$ cat config.mk
export PLATFORM = sky130hd
export DESIGN_NAME = mod_wrap_counter
export DESIGN_NICKNAME = d
export VERILOG_FILES = /design/src/rtl/mod_wrap_counter.sv
export SDC_FILE = /design/constraint.sdc
export NUM_CORES = 1
export LEC_CHECK = 0
export ABC_AREA = 1
export ABC_CLOCK_PERIOD_IN_PS = 1700
export CORE_UTILIZATION = 30
export DETAILED_ROUTE_END_ITERATION = 10
export SETUP_SLACK_MARGIN = 0.15
export SLEW_MARGIN = 40
export SYNTH_ARGS = -nofsm -noshare
export SYNTH_HDL_FRONTEND = slang
export SYNTH_SLANG_ARGS = --single-unit
$ cat constraint.sdc
create_clock -name clock -period 1.7 [get_ports clock]
set_input_delay 0.51 -clock clock [delete_from_list [all_inputs] [get_ports clock]]
set_output_delay 0.51 -clock clock [all_outputs]
set_load 0.005 [all_outputs]
$ cat src/rtl/mod_wrap_counter.sv
`default_nettype none
// ============================================================================
//  Module      : mod_wrap_counter
//  Description : WIDTH-generic modulo up/down counter over [0, max] with
//                wrap-around at either end, clamped synchronous load, and a
//                one-cycle registered wrap pulse. at_max is combinational.
//                Define MOD_WRAP_COUNTER_PRESCALE_EN to add a prescaler so
//                that a count step happens only once every PRESCALE enabled
//                edges.
//  Revision    : 1.0 - initial release
// ============================================================================
module mod_wrap_counter #(
  parameter int WIDTH    = 5,
  parameter int PRESCALE = 4
) (
  input  logic             clock,
  input  logic             reset_n,
  input  logic             en,
  input  logic             dir,
  input  logic             load,
  input  logic [WIDTH-1:0] load_value,
  input  logic [WIDTH-1:0] max,
  output logic [WIDTH-1:0] count,
  output logic             wrap,
  output logic             at_max
);

  localparam logic [WIDTH-1:0] ONE  = WIDTH'(1);
  localparam logic [WIDTH-1:0] ZERO = '0;

  // Qualified "take a count step on this edge" strobe.
  logic step;

`ifdef MOD_WRAP_COUNTER_PRESCALE_EN
  // Prescaler is at least one bit wide so PRESCALE=1 still elaborates.
  localparam int              PW         = (PRESCALE > 1) ? $clog2(PRESCALE) : 1;
  localparam logic [PW-1:0]   PRESC_LAST = PW'(PRESCALE - 1);

  logic [PW-1:0] presc;
  logic          presc_terminal;

  assign presc_terminal = (presc == PRESC_LAST);
  assign step           = en && !load && presc_terminal;

  // Prescaler: cleared by load, frozen while en is low, wraps at PRESCALE-1.
  always_ff @(posedge clock or negedge reset_n) begin
    if (!reset_n) begin
      presc <= '0;
    end else if (load) begin
      presc <= '0;
    end else if (en) begin
      if (presc_terminal) begin
        presc <= '0;
      end else begin
        presc <= presc + PW'(1);
      end
    end
  end
`else
  // Without the prescaler every enabled, non-load edge is a step.
  logic unused_prescale;
  assign unused_prescale = (PRESCALE > 0);
  assign step            = en && !load;
`endif

  logic [WIDTH-1:0] count_next;
  logic             wrap_next;
  logic [WIDTH-1:0] load_clamped;

  assign load_clamped = (load_value > max) ? max : load_value;

  // Next-state rules: load beats step, step beats hold. Out-of-range counts
  // (max lowered below count) resolve to the wrap target on the next step.
  always_comb begin
    count_next = count;
    wrap_next  = 1'b0;
    if (load) begin
      count_next = load_clamped;
      wrap_next  = 1'b0;
    end else if (step) begin
      if (!dir) begin
        if (count >= max) begin
          count_next = ZERO;
          wrap_next  = 1'b1;
        end else begin
          count_next = count + ONE;
        end
      end else begin
        if ((count == ZERO) || (count > max)) begin
          count_next = max;
          wrap_next  = 1'b1;
        end else begin
          count_next = count - ONE;
        end
      end
    end
  end

  // Count and wrap-pulse registers.
  always_ff @(posedge clock or negedge reset_n) begin
    if (!reset_n) begin
      count <= '0;
      wrap  <= 1'b0;
    end else begin
      count <= count_next;
      wrap  <= wrap_next;
    end
  end

  assign at_max = (count == max);

endmodule
`default_nettype wire

== Word level (Yosys, flattened, before mapping) ==
Cells that the tools add are included.

* Add/sub/neg operators: 2
* Magnitude comparators: 3
* Equality and inequality tests: 1
* Mux-type cells: 11
* Reduce and logical (&&, ||, !) cells: 5

{| class="wikitable"
|+ Operator list
! operator !! count
|-
| $mux 5 || 6
|-
| $gt 5x5->1 || 2
|-
| $add 5x1->5 const B || 1
|-
| $eq 5x5->1 || 1
|-
| $ge 5x5->1 || 1
|-
| $logic_not 5->1 || 1
|-
| $mux 1 || 5
|-
| $sub 5x1->5 const B || 1
|-
| $reduce_bool 2->1 || 1
|-
| $logic_and 1x1->1 || 1
|-
| $logic_not 1->1 || 1
|-
| $logic_or 1x1->1 || 1
|}

* Register bits after elaboration: 6
* Logic and storage cells: 24

== Longest topological paths before layout ==
* Depth in word-level cells: 6
* Depth in mapped cells: 14
* Depth with buffers taken out: 14

== Worst setup path before layout ==
OpenSTA, ideal clock, no wires.

* Path kind: in2reg
* Start: in max[4]
* End: reg count[4]
* Data arrival time: 1.580 ns
* Data required time: 1.583 ns
* Setup slack: 0.003 ns
* Cell stages on the path: 12
* Buffers on the path: 0
* Cell sequence: inv_1 -> ha_1 -> a21oi_1 -> nand3_2 -> nand2_4 -> nand2_4 -> nand2_2 -> nand2_1 -> nand2_1 -> nand2_1 -> nand2_1 -> nand2_1

* Longest elaborated chain between the ends: 6
* Elaborated cells on any way between the ends: 10
* Classes of those cells: 3 x order compare; 6 x mux; 1 x reduce/logical

{| class="wikitable"
|+ RTL lines
! item !! RTL line !! text
|-
| from (decl) || 22 || <nowiki>input logic [WIDTH-1:0] max,</nowiki>
|-
| $gt 5x5->1 || 89 || <nowiki>if ((count == ZERO) || (count > max)) begin</nowiki>
|-
| $logic_or 1x1->1 || 89 ||
|-
| $mux 5 || 89 ||
|-
| $mux 5 || 81 || <nowiki>if (!dir) begin</nowiki>
|-
| $mux 5 || 80 || <nowiki>end else if (step) begin</nowiki>
|-
| $mux 5 * || 77 || <nowiki>if (load) begin</nowiki>
|-
| to (signal assigned) || 105 || <nowiki>count <= count_next;</nowiki>
|-
| to (decl) || 23 || <nowiki>output logic [WIDTH-1:0] count,</nowiki>
|}

Mark *: on every way between the ends. The rest lies on a longest branch, timed or not. The select of a mux whose other input is x is not followed.
A chain may end at the register's enable or synchronous reset.

== Final worst setup path ==
* Start: in max[4]
* End: out at_max

* Longest elaborated chain between the ends: 1

{| class="wikitable"
|+ RTL lines
! item !! RTL line !! text
|-
| $eq 5x5->1 || 110 || <nowiki>assign at_max = (count == max);</nowiki>
|-
| to (decl) || 25 || <nowiki>output logic at_max</nowiki>
|}

Every way passes these cells.

==> flow_metrics.env <==
export IMPL_dieArea_um2=3220
export IMPL_nFillCells=275
export IMPL_vdd_ir_drop_max_v=0.000327
export IMPL_fin_crit_sh_pct=110
export IMPL_routed_via_density=4.71
export IMPL_drt_iter0_drc=37
export IMPL_antenna_cells=0
export IMPL_ys_warn_count=0
export IMPL_violations="design-rule violations, negative setup slack"
export IMPL_fin_worst_skew_ns=0.00700
export IMPL_slew_violations=0
export IMPL_vias=1046
export IMPL_root_buffer="clkbuf_4"
export IMPL_r2r_setup_slack_ns=-0.09
export IMPL_timing_rr_start="count[4]$_DFFE_PN0P_"
export IMPL_dp_hpwl_mm=2.18
export IMPL_io_pins=22
export IMPL_leakage_nw=0.797
export IMPL_initial_core_util_pct=32.1
export IMPL_min_period_ns=1.87
export IMPL_dr_pass1_iters=7
export IMPL_ys_async_sr_fraction_pct=100
export IMPL_gr_usage_all_layers_pct=19.2
export IMPL_tns_ns=-0.728
export IMPL_startpoint_type="input pin"
export IMPL_synth_area_leaders="dfrtp_1 17%, ha_1 17%, nand2_1 16%, nand3_1 8.3%, nor2_1 7.5%"
export IMPL_seq_area_frac_synth_pct=16.7
export IMPL_synth_edf_count=0
export IMPL_drive_gt1_share_pct=42.9
export IMPL_grt_pass1_wl_mm=4.76
export IMPL_htree_levels=1
export IMPL_max_freq_mhz=536
export IMPL_synth_ff_type="dfrtp_1"
export IMPL_cp_end_kind="output pin"
export IMPL_cp_max_fo=2
export IMPL_regArea_um2=153
export IMPL_outcome="finished, violations left"
export IMPL_placed_area_um2=1420
export IMPL_wl_per_cell_um=12.6
export IMPL_relSlewSlack_pct=77.8
export IMPL_worst_slew_pin_slew_ns=0.332
export IMPL_clk_pin_slew_ns=0.05
export IMPL_die_h_um=56.8
export IMPL_cap_violations=0
export IMPL_final_cell_area_um2=1590
export IMPL_synthCells=140
export IMPL_core_um2=2810
export IMPL_multi_input_area_um2=872
export IMPL_hold_viol_final=0
export IMPL_crit_start="max[4]"
export IMPL_clk_latency_ns=0.24
export IMPL_grt_pass1_vias=1074
export IMPL_port_buffers=21
export IMPL_numCtsBuffers=3
export IMPL_powerDensity_nw_per_um2=719
export IMPL_die_w_um=56.8
export IMPL_clk_path_buf_depth=2
export IMPL_cp_slowest_cell="ha_4"
export IMPL_netlist_area_um2=900
export IMPL_route_detailed_drc=2
export IMPL_antenna_found_initial=0
export IMPL_grt_max_degree=10
export IMPL_synth_largest_area_cell="dfrtp_1"
export IMPL_drt_total_wl_mm=2.81
export IMPL_cts_tree="done"
export IMPL_post_synth_top_count_cell="nand2_1"
export IMPL_crit_chain="buf_6 -> buf_6 -> inv_12 -> ha_4 -> nand2_4 -> nor2_4 -> nand2_2 -> inv_2 -> buf_6"
export IMPL_nNetsFinal=220
export IMPL_cpMostUsedCell="buf_6"
export IMPL_ant_nets=0
export IMPL_final_setup_viol_count=7
export IMPL_synthTopCellsByCount="39 x nand2_1, 18 x nor2_1, 15 x inv_1, 15 x nand3_1, 12 x ha_1"
export IMPL_ys_seq_elements=6
export IMPL_synth_cell_type_count=22
export IMPL_area_delta_synth_final_pct=77.1
export IMPL_clock_sinks=6
export IMPL_synth_nets=167
export IMPL_yosysTopAreaCellShare_pct=16.7
export IMPL_rsz0062_at_grt="yes"
export IMPL_grt_overflow=0
export IMPL_postSynthAreaPerCell_um2=6.43
export IMPL_worstPathRequired_ns=1.19
export IMPL_crit_arrival_ns=1.36
export IMPL_place_congestion=0.956
export IMPL_hold_path_class="input pin to asynchronous set/reset pin"
export IMPL_rows=19
export IMPL_fin_ws_ns=-0.166
export IMPL_cpPeakStageDelay_ns=0.27
export IMPL_critical_path_class="input pin to output pin"
-- through the flow --
stage	setup WS [ns]	power [W]	instances	hold WS, ns	util (%)
3_3_place_gp	-0.978	0.000893	209	0.764	50.6
5_1_grt	-0.228	0.00125	222	0.526	56.8
3_5_place_dp	-0.992	0.000911	209	0.771	50.6
2_1_floorplan	0.101	0.000647	140	0.214	-
6_report	-0.166	0.00115	222	0.506	56.8
4_1_cts	-0.149	0.00111	220	0.507	54.9
-- per-layer routing --
metal  vias up  GRT usage (%)  wire [um]
met2        18           36.4       1520
met3         2           3.46         77
met1       476           22.8       1190
met5         -              0          0
met4         0           2.44         19
li1        550              -          -
-- state kept, by name, summed over array words and instances (netlist names) --
signal and cells:
wrap 1, count 5
-- logic make-up after synthesis --
logic type               Yosys count  synth area share, %
AND/OR/NAND/NOR                   89                 47.1
buffers and inverters             19                 8.76
adder cells (fa/ha/maj)           12                 16.7
AO/OA/AOI/OAI                      9                 5.84
flip-flops                         6                 16.7
XOR/XNOR                           5                 4.87
-- cell type report --
| type | instances | share of cell area (%) |
|---|---|---|
| multi-input cells | 116 | 54.8 |
| flip-flops and latches | 6 | 9.58 |
| well taps | 31 | 2.44 |
| inverters | 17 | 5.42 |
| clock buffers | 3 | 1.41 |
| repair buffers | 49 | 26.4 |
-- layout by cell type, fill, tap and decap left out, drive strengths merged --
master	netlist	final
nor2	21	21
clkdlybuf4s50	0	6
or2	1	1
nand3	17	17
nor3	1	1
ha	12	12
clkbuf	1	4
o211ai	1	2
nand2	48	48
nand4	1	1
a21oi	8	8
inv	17	17
dfrtp	6	6
clkdlybuf4s15	0	2
xnor2	1	1
dlygate4sd2	0	7
xor2	4	4
buf	1	33
-- power by group --
group	internal, W	switching (W)	total [W]
clock	0.0000797	0.0000497	0.000129
combinational	0.000395	0.000419	0.000814
sequential	0.000171	0.0000317	0.000203
-- worst max-delay path: cells and delay by family --
| family | cells | cell delay (ns) |
|---|---|---|
| buffers and inverters | 5 | 0.37 |
| adders and majority gates | 1 | 0.27 |
| and+or+nand+nor | 3 | 0.20 |
-- worst paths after layout --
check / endpoint / cells after the start
min in group clock: count[0]$_DFFE_PN0P_ / 6
worst max register to register: count[4]$_DFFE_PN0P_ / 15
max in group asynchronous: count[2]$_DFFE_PN0P_ / 1
worst min-delay path: count[4]$_DFFE_PN0P_ / 1
worst max-delay path: at_max / 9
worst min register to register: count[0]$_DFFE_PN0P_ / 6
-- repair_timing --
item / in CTS / in global routing
pin swaps: 15 / 10
hold buffers: 0 / 0
endpoints found under the setup margin: 13 / 8
resized for setup: 51 / 10
cloned: 1 / 0
buffers inserted: 7 / 2
Power figures use the tool's default switching activity.
